--- src/rtl/ahb_sink_sram_slave.sv ---
// AHB-Lite word SRAM slave for the sink side of the AHB-AHB bridge.
// Legal transfers take WAIT_STATES+1 data-phase cycles, errors take two; sleep req/ack handshake.
module ahb_sink_sram_slave #(
  parameter int                    DATA_WIDTH  = 32,
  parameter int                    ADDR_WIDTH  = 32,
  parameter int                    MEM_DEPTH   = 64,
  parameter int                    WAIT_STATES = 1,
  parameter logic [ADDR_WIDTH-1:0] BASE_ADDR   = '0
) (
  input  logic                  i_clk,
  input  logic                  i_rst,
  input  logic                  i_hselx,
  input  logic                  i_htrans,
  input  logic [2:0]            i_hsize,
  input  logic                  i_hwrite,
  input  logic [ADDR_WIDTH-1:0] i_haddr,
  input  logic [DATA_WIDTH-1:0] i_hwdata,
  input  logic                  i_hready,
  output logic                  o_hreadyout,
  output logic                  o_hresp,
  output logic [DATA_WIDTH-1:0] o_hrdata,
  input  logic                  i_sleep_req,
  output logic                  o_sleep_ack
);

  localparam int IDX_W = (MEM_DEPTH > 1) ? $clog2(MEM_DEPTH) : 1;
  localparam int CNT_W = 3;
  localparam int LANES = DATA_WIDTH / 8;

  typedef enum logic [2:0] {
    S_IDLE, S_WAIT, S_DONE, S_ERR1, S_ERR2, S_SLEEP
  } state_t;

  state_t                state, state_nxt;
  logic [CNT_W-1:0]      cnt, cnt_nxt;
  logic                  asleep, asleep_nxt;

  logic [IDX_W-1:0]      idx_q;
  logic                  write_q;
  logic [LANES-1:0]      lanes_q;
  logic [DATA_WIDTH-1:0] mem [MEM_DEPTH];

  logic                  can_accept;
  logic                  accept;
  logic                  aligned;
  logic                  in_range;
  logic                  legal;
  logic [ADDR_WIDTH-1:0] offset;
  logic [LANES-1:0]      lanes;

  assign can_accept = (state == S_IDLE) || (state == S_DONE) ||
                      (state == S_ERR2) || (state == S_SLEEP);
  assign accept     = can_accept & i_hselx & i_htrans & i_hready;
  assign offset     = i_haddr - BASE_ADDR;
  assign in_range   = (i_haddr >= BASE_ADDR) && ((offset >> 2) < ADDR_WIDTH'(MEM_DEPTH));
  assign legal      = aligned & in_range;

  always_comb begin
    aligned = 1'b0;
    lanes   = '1;
    case (i_hsize)
      3'd0: begin
        aligned = 1'b1;
        lanes   = LANES'(1) << i_haddr[1:0];
      end
      3'd1: begin
        aligned = ~i_haddr[0];
        lanes   = i_haddr[1] ? LANES'(4'b1100) : LANES'(4'b0011);
      end
      3'd2: aligned = (i_haddr[1:0] == 2'b00);
      default: aligned = 1'b0;
    endcase
  end

  // State register
  always_ff @(posedge i_clk or posedge i_rst) begin
    if (i_rst) begin
      state  <= S_IDLE;
      cnt    <= '0;
      asleep <= 1'b0;
    end else begin
      state  <= state_nxt;
      cnt    <= cnt_nxt;
      asleep <= asleep_nxt;
    end
  end

  // Next state: accepting states prioritise a new transfer over sleep entry,
  // and anything accepted while asleep is answered with ERROR.
  always_comb begin
    state_nxt  = state;
    cnt_nxt    = cnt;
    asleep_nxt = asleep;
    case (state)
      S_WAIT: begin
        if (cnt == '0) state_nxt = S_DONE;
        else           cnt_nxt   = cnt - 1'b1;
      end
      S_ERR1: state_nxt = S_ERR2;
      S_IDLE, S_DONE, S_ERR2, S_SLEEP: begin
        if (accept) begin
          if (!legal || asleep) begin
            state_nxt = S_ERR1;
          end else if (WAIT_STATES == 0) begin
            state_nxt = S_DONE;
          end else begin
            state_nxt = S_WAIT;
            cnt_nxt   = CNT_W'(WAIT_STATES - 1);
          end
        end else if (i_sleep_req) begin
          state_nxt  = S_SLEEP;
          asleep_nxt = 1'b1;
        end else begin
          state_nxt  = S_IDLE;
          asleep_nxt = 1'b0;
        end
      end
      default: state_nxt = S_IDLE;
    endcase
  end

  // Outputs
  always_comb begin
    o_hreadyout = 1'b1;
    o_hresp     = 1'b0;
    o_hrdata    = '0;
    case (state)
      S_WAIT: o_hreadyout = 1'b0;
      S_ERR1: begin
        o_hreadyout = 1'b0;
        o_hresp     = 1'b1;
      end
      S_ERR2: o_hresp = 1'b1;
      S_DONE: if (!write_q) o_hrdata = mem[idx_q];
      default: ;
    endcase
  end

  assign o_sleep_ack = asleep;

  always_ff @(posedge i_clk or posedge i_rst) begin
    if (i_rst) begin
      idx_q   <= '0;
      write_q <= 1'b0;
      lanes_q <= '0;
    end else if (accept) begin
      idx_q   <= offset[IDX_W+1:2];
      write_q <= i_hwrite;
      lanes_q <= lanes;
    end
  end

  // Write data is only valid in the data phase, so commit on the DONE edge.
  always_ff @(posedge i_clk or posedge i_rst) begin
    if (i_rst) begin
      for (int i = 0; i < MEM_DEPTH; i++) mem[i] <= '0;
    end else if (state == S_DONE && write_q) begin
      for (int b = 0; b < LANES; b++) begin
        if (lanes_q[b]) mem[idx_q][8*b +: 8] <= i_hwdata[8*b +: 8];
      end
    end
  end

endmodule

--- config.mk ---
export PLATFORM = sky130hd
export DESIGN_NAME = ahb_sink_sram_slave
export DESIGN_NICKNAME = d
export VERILOG_FILES = /design/src/rtl/ahb_sink_sram_slave.sv
export SDC_FILE = /design/constraint.sdc
export NUM_CORES = 2
export LEC_CHECK = 0
export CORE_MARGIN = 2
export CORE_UTILIZATION = 45
export CTS_CLUSTER_SIZE = 25
export DETAILED_ROUTE_END_ITERATION = 12
export HOLD_SLACK_MARGIN = 0.05
export PLACE_DENSITY_LB_ADDON = 0.2
export SLEW_MARGIN = 10
export SYNTH_ARGS = -nofsm -noshare
export SYNTH_HDL_FRONTEND = slang
export SYNTH_SLANG_ARGS = --single-unit
--- constraint.sdc ---
create_clock -name i_clk -period 148.5 [get_ports i_clk]
set_input_delay 29.7 -clock i_clk [delete_from_list [all_inputs] [get_ports i_clk]]
set_output_delay 29.7 -clock i_clk [all_outputs]
set_load 0.1 [all_outputs]
==> run_results.csv <==
group,metric,value,unit
timing,min_period,36.73,ns
floorplan,die_h,462,um
worst_setup_path,r2r-start,"idx_q[1]",
layout,drive_above_1_share,42.0,%
global_routing,grt_max_degree,164,
clock_tree,cts_hold_buf,0,
clock_tree,clkSinkCount,2066,
power,p_switching,0.673,mW
detailed_routing,first_pass_iters,8,
logic_synthesis,yosysSeqAreaShare,54.8,%
power,p_seq_share,34.7,%
clock_tree,clock_path_buffers,3,
floorplan,die_area,213000,sq um
logic_synthesis,synth_edf_count,0,
clock_tree,h-tree-depth,4,
logic_synthesis,synth_fp_nets,6843,
worst_setup_path,critPathKind,"reg -> out",
worst_setup_path,critPathCaptureType,"primary output",
worst_setup_path,start_kind,"flip-flop",
timing,fin_skew,0.0284,ns
floorplan,rows,168,
layout,layout_commonest_cell,"mux2_2",
run_status,status,"finished with violations",
clock_tree,post_cts_buffers,0,
worst_setup_path,crit_chain,"buf_4, buf_4, buf_4, buf_4, mux2_2, a221oi_1, nor2_1, a221oi_1, o22ai_1, o41a_1, clkdlybuf4s50_1",
global_routing,overflow,0,
clock_tree,path_clk_slew,0.06,ns
floorplan,dieWidth,462,um
min_path,min_from,"cnt[1]",
placed_design,numPortBuffers,108,
worst_setup_path,required,118.80,ns
timing,fmax,0.0272,GHz
timing,tns,0,ns
logic_synthesis,async_reset_ff_share,100,%
placed_design,post-place-ws,112.69,ns
logic_synthesis,syn_area,94300,sq um
power,p_leak,42.9,nW
worst_setup_path,critPathSlowestCell,"clkdlybuf4s50_1",
timing,drv_slew,1,
timing,final_hold_viol_count,0,
logic_synthesis,yosys-top-cells-area,"dfrtp_1, mux2_2, mux4_2, mux2i_1, a221oi_1",
run_status,violations,"capacitance limit, slew limit",
floorplan,io_pins,109,
global_routing,grt_pass1_vias,63177,
global_routing,grt_use_total,30.2,%
clock_tree,worstSkewPairLatency,0.86,ns
power,peakVddDrop,0.0202,mV
logic_synthesis,synth_top_cell_area_share,54.8,%
detailed_routing,wl,322000,um
worst_setup_path,path_buf_inv,5,
worst_setup_path,timing.critical_path.from,"idx_q[1]",
detailed_routing,via_count,62255,
min_path,whs_path_depth,1,
clock_tree,ctsRootBufferMaster,"clkbuf_16",
timing,finalSetupViolCount,0,
power,report.power.total,1.78,mW
logic_synthesis,yosys_warnings,0,
clock_tree,cts_tree,"done",
logic_synthesis,ys_ff_latch,2066,
logic_synthesis,synth_top_area_cell,"dfrtp_1",
detailed_routing,drc,0,
floorplan,start_util,45.1,%
detailed_routing,via_per_inst,6.40,
logic_synthesis,synth_cell_types,72,
logic_synthesis,synth_cells,6767,
floorplan,fp.coreArea,209000,sq um
power,p_int,1.11,mW
worst_setup_path,critical-path-top-delay-family,"buffers and inverters",
detailed_routing,initialDrtViolationCount,5552,
placed_design,hpwlAfterDp,196000,um
timing,post-route-period-util,24.7,%
placed_design,gp_congestion,0.864,
worst_setup_path,crit_top_cell,"buf_4",
power,clockPowerShare,30.8,%
worst_setup_path,worstPathMaxFanout,46,
worst_setup_path,crit_arrival,7.03,ns
min_path,hp-class,"reg -> reg",
run,maxCapViolations,1,
timing,slew_headroom,-0.284,%
layout,final_cell_mix,"mux2_2, dfrtp_1, nand2_1, a221oi_1, mux2i_1",
global_routing,grt_pass1_wl,467000,um
logic_synthesis,synth_ff_type,"dfrtp_1",
timing,worst_pin_slew,1.50,ns
clock_tree,numCtsBuffers,216,
worst_setup_path,r2r_slack,142.43,ns
detailed_routing,ant_nets,0,
worst_setup_path,r2r_end,"mem[1321]",
power,switching_share,37.8,%
detailed_routing,avgRoutedWirePerCell,33.1,um
timing,timing.final.ws_setup,111.77,ns
worst_setup_path,slowest_delay,1.00,ns
timing,grt_setup_unrepaired,"no",
layout,nNetsFinal,6811,
global_routing,antenna_found_initial,16,
layout,area_growth,11.4,%
clock_tree,cts_resized,0,
power,power_density,16.9,nW/um^2
worst_setup_path,rr_worst_depth,7,
logic_synthesis,syn_area_per_cell,13.9,sq um
min_path,hold_path_end,"cnt[1]",
power,p_comb_share,34.5,%
## metrics by stage
stage               hold WS, ns  std cells  cell area [sq um]  util (%)
detailed placement        0.474       9322              97900      46.9
global placement          0.468       9322              97900      46.9
CTS                       0.491       9718             105000      50.3
global route              0.506       9719             105000      50.3
floorplan                 0.456       6767              94300         -
finish                    0.486       9725             105000      50.3
## routing by layer
layer  up-vias  part of all wire [%]  track usage, %  wire [um]
met2      2617                    45            45.8     144000
met5         -                 0.024               0         76
li1      25297                     -               -          -
met1     33584                    42            41.6     135000
met4        14                   4.9            13.0      15900
met3       743                   8.3            6.96      26800
## cell families after synthesis
group	after synthesis	share of synthesized area [%]
multiplexers	2586	32.3
flip-flops	2066	54.8
AO/OA/AOI/OAI	933	7.36
AND/OR/NAND/NOR	625	2.76
buffers and inverters	555	2.70
adder cells (fa/ha/maj)	2	0.0265
## cell type report
type                    count  area, sq um
clock buffers             324         6290
multi-input cells        4146        40300
fillers                 18012       104000
flip-flops and latches   2066        51700
repair buffers            296         2380
well taps                2805         3510
clock inverters            72          798
diodes                      7         17.5
inverters                   9         53.8
## state kept, by name (all words and copies together) (netlist names)
register / flops
lanes_q: 4
idx_q: 6
cnt: 3
write_q: 1
o_sleep_ack: 1
state: 3
mem: 2048
## Yosys cell counts (all sizes together), types with 4 or more instances
cell type / count
mux2: 2214
dfrtp: 2066
nand2: 364
clkbuf: 288
buf: 258
a221oi: 244
mux2i: 226
nor2: 166
mux4: 146
a21oi: 114
a22oi: 113
o21ai: 105
o22ai: 93
a221o: 52
a31oi: 44
a22o: 36
o22a: 21
a222oi: 20
nand3: 16
o2bb2ai: 16
and2: 12
and3: 11
a211oi: 10
inv: 9
nor2b: 9
nor3: 9
o31a: 9
nor4: 8
o221ai: 8
a32oi: 7
nand2b: 6
a41oi: 5
nand4: 5
o211ai: 5
or2: 5
a2bb2oi: 4
o21a: 4
## worst max path at each step
stage                    to  cells after the start
4_1_cts        o_hrdata[11]                     11
6_report       o_hrdata[11]                     11
3_5_place_dp   o_hrdata[11]                     11
2_1_floorplan        cnt[0]                      1
3_3_place_gp   o_hrdata[11]                     10
5_1_grt        o_hrdata[11]                     11
## power groups by stage
| stage | combinational [mW] | clock (mW) | sequential [mW] |
|---|---|---|---|
| 6_report | 0.613 | 0.548 | 0.618 |
| 5_1_grt | 0.629 | 0.579 | 0.621 |
| 4_1_cts | 0.602 | 0.554 | 0.617 |
| 3_5_place_dp | 0.600 | 0 | 0.627 |
| 3_3_place_gp | 0.598 | 0 | 0.625 |
| 2_1_floorplan | 0.367 | 0 | 0.620 |
(Power assumes the default switching activity.)
